===== src/rtl/cpu_fifo_bridge.sv =====
// cpu_fifo_bridge: byte-wide register-mapped bridge between a CPU-style
// sel/read/write bus and the USB_CDC byte streams. The OUT FIFO carries
// host->device bytes (out_* in, register 11 out). The IN FIFO carries
// device->host bytes (register 01 in, in_* out). Each FIFO has a one-cycle
// event pulse so the controller can sleep between transfers.
module cpu_fifo_bridge #(
  parameter int OUT_AW = 2,
  parameter int IN_AW  = 2
) (
  input  logic       clk_i,
  input  logic       rstn_i,
  input  logic       sel_i,
  input  logic       read_i,
  input  logic       write_i,
  input  logic [1:0] addr_i,
  input  logic [7:0] data_i,
  output logic [7:0] data_o,
  output logic       in_irq_o,
  output logic       out_irq_o,
  output logic [7:0] in_data_o,
  output logic       in_valid_o,
  input  logic       in_ready_i,
  input  logic [7:0] out_data_i,
  input  logic       out_valid_i,
  output logic       out_ready_o
);

  localparam logic [7:0]      ID_VALUE   = 8'hC1;
  localparam logic [IN_AW:0]  IN_DEPTH   = {1'b1, {IN_AW{1'b0}}};
  localparam logic [OUT_AW:0] OUT_DEPTH  = {1'b1, {OUT_AW{1'b0}}};
  localparam logic [IN_AW:0]  IN_CNT_ONE  = 1;
  localparam logic [OUT_AW:0] OUT_CNT_ONE = 1;
  localparam logic [IN_AW-1:0]  IN_PTR_ONE  = 1;
  localparam logic [OUT_AW-1:0] OUT_PTR_ONE = 1;

  // ---------------------------------------------------------------------------
  // Bus decode. A read wins over a write in the same cycle.
  // ---------------------------------------------------------------------------
  logic acc_rd, acc_wr;
  assign acc_rd = sel_i & read_i;
  assign acc_wr = sel_i & write_i & ~read_i;

  logic flush_out, flush_in;
  assign flush_out = acc_wr && (addr_i == 2'b00) && data_i[0];
  assign flush_in  = acc_wr && (addr_i == 2'b00) && data_i[1];

  // ---------------------------------------------------------------------------
  // IN FIFO (bus writes -> in_* stream)
  // ---------------------------------------------------------------------------
  logic [7:0]       in_mem [2**IN_AW];
  logic [IN_AW-1:0] in_wr_ptr, in_rd_ptr;
  logic [IN_AW:0]   in_count, in_count_nxt;
  logic             in_ovf;
  logic             in_push_req, in_push, in_pop, in_full, in_ovf_set;

  assign in_full     = (in_count == IN_DEPTH);
  assign in_pop      = in_valid_o & in_ready_i;
  assign in_push_req = acc_wr && (addr_i == 2'b01);
  // A push into a full FIFO still succeeds when a pop frees a slot that edge.
  assign in_push     = in_push_req & (~in_full | in_pop);
  assign in_ovf_set  = in_push_req & in_full & ~in_pop;
  assign in_data_o   = in_mem[in_rd_ptr];

  // Next IN occupancy; flush wins over any same-cycle push or pop.
  always_comb begin
    // NOTE: every always_comb output gets a default first so no path can
    // leave it unassigned and infer a latch.
    in_count_nxt = in_count;
    if (flush_in)                in_count_nxt = '0;
    else if (in_push && !in_pop) in_count_nxt = in_count + IN_CNT_ONE;
    else if (!in_push && in_pop) in_count_nxt = in_count - IN_CNT_ONE;
  end

  // IN pointers, count, handshake flags, overflow and event pulse.
  always_ff @(posedge clk_i or negedge rstn_i) begin
    // NOTE: state registers use non-blocking assignments so every flop
    // samples pre-edge values regardless of block ordering.
    if (!rstn_i) begin
      in_wr_ptr  <= '0;
      in_rd_ptr  <= '0;
      in_count   <= '0;
      in_valid_o <= 1'b0;
      in_ovf     <= 1'b0;
      in_irq_o   <= 1'b0;
    end else begin
      in_count   <= in_count_nxt;
      in_valid_o <= (in_count_nxt != '0);
      in_irq_o   <= in_pop;
      if (flush_in) begin
        in_wr_ptr <= '0;
        in_rd_ptr <= '0;
      end else begin
        if (in_push) in_wr_ptr <= in_wr_ptr + IN_PTR_ONE;
        if (in_pop)  in_rd_ptr <= in_rd_ptr + IN_PTR_ONE;
      end
      if (in_ovf_set)                         in_ovf <= 1'b1;
      else if (acc_rd && (addr_i == 2'b01))   in_ovf <= 1'b0;
    end
  end

  // IN storage write port.
  always_ff @(posedge clk_i) begin
    // NOTE: the storage array is deliberately left out of reset; the
    // pointers and count define which entries are meaningful.
    if (in_push && !flush_in) in_mem[in_wr_ptr] <= data_i;
  end

  // ---------------------------------------------------------------------------
  // OUT FIFO (out_* stream -> bus reads of register 11)
  // ---------------------------------------------------------------------------
  logic [7:0]        out_mem [2**OUT_AW];
  logic [OUT_AW-1:0] out_wr_ptr, out_rd_ptr;
  logic [OUT_AW:0]   out_count, out_count_nxt;
  logic              out_push, out_pop, out_not_empty;

  assign out_not_empty = (out_count != '0);
  // out_ready_o is low whenever the FIFO is full, so no push can overrun it.
  assign out_push      = out_valid_i & out_ready_o;
  assign out_pop       = acc_rd && (addr_i == 2'b11) && out_not_empty;

  // Next OUT occupancy; a flushed handshake is consumed and discarded.
  always_comb begin
    out_count_nxt = out_count;
    if (flush_out)                  out_count_nxt = '0;
    else if (out_push && !out_pop)  out_count_nxt = out_count + OUT_CNT_ONE;
    else if (!out_push && out_pop)  out_count_nxt = out_count - OUT_CNT_ONE;
  end

  // OUT pointers, count, ready flag and event pulse.
  always_ff @(posedge clk_i or negedge rstn_i) begin
    if (!rstn_i) begin
      out_wr_ptr  <= '0;
      out_rd_ptr  <= '0;
      out_count   <= '0;
      out_ready_o <= 1'b0;
      out_irq_o   <= 1'b0;
    end else begin
      out_count   <= out_count_nxt;
      out_ready_o <= (out_count_nxt != OUT_DEPTH);
      out_irq_o   <= out_push & ~flush_out;
      if (flush_out) begin
        out_wr_ptr <= '0;
        out_rd_ptr <= '0;
      end else begin
        if (out_push) out_wr_ptr <= out_wr_ptr + OUT_PTR_ONE;
        if (out_pop)  out_rd_ptr <= out_rd_ptr + OUT_PTR_ONE;
      end
    end
  end

  // OUT storage write port.
  always_ff @(posedge clk_i) begin
    if (out_push && !flush_out) out_mem[out_wr_ptr] <= out_data_i;
  end

  // ---------------------------------------------------------------------------
  // Read data. Status reflects the post-edge FIFO state so an event arriving
  // in the status-read cycle is never hidden from the controller.
  // ---------------------------------------------------------------------------
  logic [7:0] rd_data;

  // Register read multiplexer.
  always_comb begin
    rd_data = 8'h00;
    unique case (addr_i)
      2'b00: rd_data = ID_VALUE;
      2'b01: rd_data = {in_ovf, 5'b0, (in_count_nxt == '0), (in_count_nxt != IN_DEPTH)};
      2'b10: rd_data = {6'b0, (out_count_nxt == OUT_DEPTH), (out_count_nxt != '0)};
      2'b11: rd_data = out_not_empty ? out_mem[out_rd_ptr] : 8'h00;
    endcase
  end

  // data_o captures on a read and holds until the next read.
  always_ff @(posedge clk_i or negedge rstn_i) begin
    if (!rstn_i)     data_o <= 8'h00;
    else if (acc_rd) data_o <= rd_data;
  end

endmodule


===== config.mk =====
export PLATFORM = sky130hd
export DESIGN_NAME = cpu_fifo_bridge
export DESIGN_NICKNAME = d
export VERILOG_FILES = /design/src/rtl/cpu_fifo_bridge.sv
export SDC_FILE = /design/constraint.sdc
export NUM_CORES = 1
export LEC_CHECK = 0
export CAP_MARGIN = 20
export CORE_MARGIN = 2
export CORE_UTILIZATION = 53
export DETAILED_ROUTE_END_ITERATION = 7
export DONT_BUFFER_PORTS = 1
export GPL_TIMING_DRIVEN = 0
export PLACE_DENSITY = 0.68
export SETUP_SLACK_MARGIN = 0.15
export SLEW_MARGIN = 20
export SYNTH_ARGS = -nofsm -noshare
export SYNTH_HDL_FRONTEND = slang
export SYNTH_SLANG_ARGS = --single-unit

===== constraint.sdc =====
create_clock -name clk_i -period 6.1 [get_ports clk_i]
set_clock_uncertainty 0.1 [all_clocks]
set_input_delay 1.83 -clock clk_i [delete_from_list [all_inputs] [get_ports clk_i]]
set_output_delay 1.83 -clock clk_i [all_outputs]
set_load 0.01 [all_outputs]

==> flow_summary.yaml <==
outcome:
  status: "finished, final reports clean"
sta:
  fin_tns_setup_ns: 0
  final.period_utilization_pct: 63.10
  final-hold-violation-count: 0
  hold_slack_ns: 0.4640
  rsz0062_at_grt: "false"
  slew_viol_final: 0
  worstMarginPinSlew_ns: 0.8213
  finalCriticalPeriod_ns: 3.849
  setup_viol: 0
  slew_headroom_pct: 45.25
  fmax_ghz: 0.2598
grt:
  overflow: 0
  grt_first_pass_wirelength_mm: 10.99
  grt_use_total_pct: 17.78
  grt_pass1_vias: 2206
  antenna_found_initial: 0
  grt_max_degree: 28
synthesis:
  synth_enable_flop_cells: 64
  synthTopCellsByArea: "edfxtp_1, dfrtp_1, mux4_2"
  ys_ff_latch: 91
  synthesis.area_sq_um: 3915
  synth_nets: 292
  yosysTopAreaCell: "edfxtp_1"
  async_reset_ff_share_pct: 29.67
  synth_top_area_share_pct: 49.09
  synth_cell_type_count: 40
  avgSynthCellArea_sq_um: 15.47
  yosys_warnings: 0
  syn_inst: 253
  synthFlopType: "edfxtp_1"
  ys_seq_area_share_pct: 66.35
worst_setup_path:
  path_cells: "clkbuf_1, mux4_2"
  crit_fanout: 10
  cp-start-kind: "flop"
  worst_ep_arrival_time_ns: 1.92
  required_ns: 4.17
  crit_type: "flop to output pin"
  end_kind: "output pin"
  cpPeakStageDelay_ns: 0.65
  slowest_stage: "mux4_2"
clocking:
  postCtsSetupBuffers: 0
  root_buffer: "clkbuf_8"
  cts_buffer_depth: 2
  hold_buffers: 0
  cts_max_level: 3
  cts_buffers: 9
  cts_tree: "built"
  cts.sinks: 91
  clkLatencyLatePin_ns: 0.35
  clkTransAtPathRegs_ns: 0.10
  postCtsResizedCells: 0
power:
  p_per_area_nw_per_um2: 416.8
  p_leak_uw: 0.001509
  vdd_ir_drop_max_mv: 0.2183
die:
  die_area_sq_um: 8090
  rows: 31
  ios: 45
  die_height_um: 89.95
  fp.dieW_um: 89.95
  design.core.area_sq_um: 7214
  initial_core_util_pct: 54.27
drt:
  vias: 2054
  drt_wl_total_mm: 6.601
  wl_per_cell_um: 17.94
  dr.pass1.iters: 4
  avgViaCountPerCell: 5.582
  ant_nets: 0
  drt_iter0_drc: 99
  drc: 0
cells_and_area:
  antenna_cells: 0
  mostFrequentLayoutCells: "edfxtp_1, dfrtp_1, nand2_1, mux4_2, ha_1"
  fin_nets: 303
  stdcell_area_sq_um: 4247
  drive_above_1_share_pct: 13.75
  area.growth.synth_to_final_pct: 8.469
  final_common_cell: "edfxtp_1"
place:
  dp.final_hpwl_mm: 4.587
  dpl_cell_area_sq_um: 4039
  gp_congestion: 0.7277
  port_buffers: 0
flow_run:
  drv_cap: 0
hold_path:
  hold_path_class: "flop to flop"
-- cell usage after synthesis, types with 5 or more instances --
cell type,count
a21oi_1,7
a22o_1,5
and2_1,11
clkbuf_1,8
dfrtp_1,27
edfxtp_1,64
ha_1,14
inv_1,9
mux4_2,16
nand2_1,16
nand3_1,8
nor2_1,13
xnor2_1,6
-- layout make-up --
type / count / area [sq um]
Fill cell: 573 / 2968
Sequential cell: 91 / 2597
Multi-Input combinational cell: 142 / 1241
Clock buffer: 10 / 137.6
Tap cell: 99 / 123.9
Clock inverter: 6 / 70.07
Buffer: 11 / 42.54
Inverter: 9 / 33.78
-- worst paths after layout --
path / from / end / slack, ns / cells after the start
min reg2reg: data_o[7] / data_o[7] / 0.46 / 2
max reg2reg: out_count[0] / data_o[1] / 3.65 / 7
max in group asynchronous: rstn_i / data_o[4] / 4.75 / 0
min in group asynchronous: rstn_i / in_valid_o / 1.05 / 0
max: in_rd_ptr[0] / in_data_o[5] / 2.25 / 2
min: data_o[7] / data_o[7] / 0.46 / 2
-- metal layers --
metal / track usage [%] / vias to the layer above / part of all wire, %
li1: - / 972 / -
met1: 20.26 / 1030 / 41
met2: 31.38 / 46 / 52
met3: 5.868 / 6 / 5.2
met4: 6.538 / 0 / 1.2
met5: 0 / - / 0
-- critical path: cells and delay by family (launching register included) --
kind	cells	cell delay [ns]
flip-flops	1	0.34
buffers and inverters	1	0.59
multiplexers	1	0.65
-- state kept, by name (all words and copies together), names as in the netlist, 2 cells and up --
register    flops
in_mem         32
out_mem        32
data_o          8
in_count        3
out_count       3
in_rd_ptr       2
in_wr_ptr       2
out_rd_ptr      2
out_wr_ptr      2
-- report_power, final --
group	switching, uW	internal, uW	leakage, uW
sequential	70.8	781	0.000907
clock	213	203	0.0000955
combinational	272	230	0.000506
total	556	1210	0.00151
-- through the flow --
step / utilization [%] / cells / setup slack [ns] / total power [uW]
2_1_floorplan: - / 253 / 2.505 / 1262
3_3_place_gp: 55.98 / 352 / 2.302 / 1361
3_5_place_dp: 55.98 / 352 / 2.276 / 1378
4_1_cts: 58.86 / 368 / 2.166 / 1791
5_1_grt: 58.86 / 368 / 2.062 / 1886
6_report: 58.86 / 368 / 2.251 / 1770
-- cells by family after synthesis --
kind of cell / synth area share [%]
flops: 66.35
buf+inv: 1.949
compound gates: 5.433
mux: 10.29
simple gates: 9.268
xor+xnor: 2.237
fa+ha+maj: 4.474
Power figures use the tool's default switching activity.
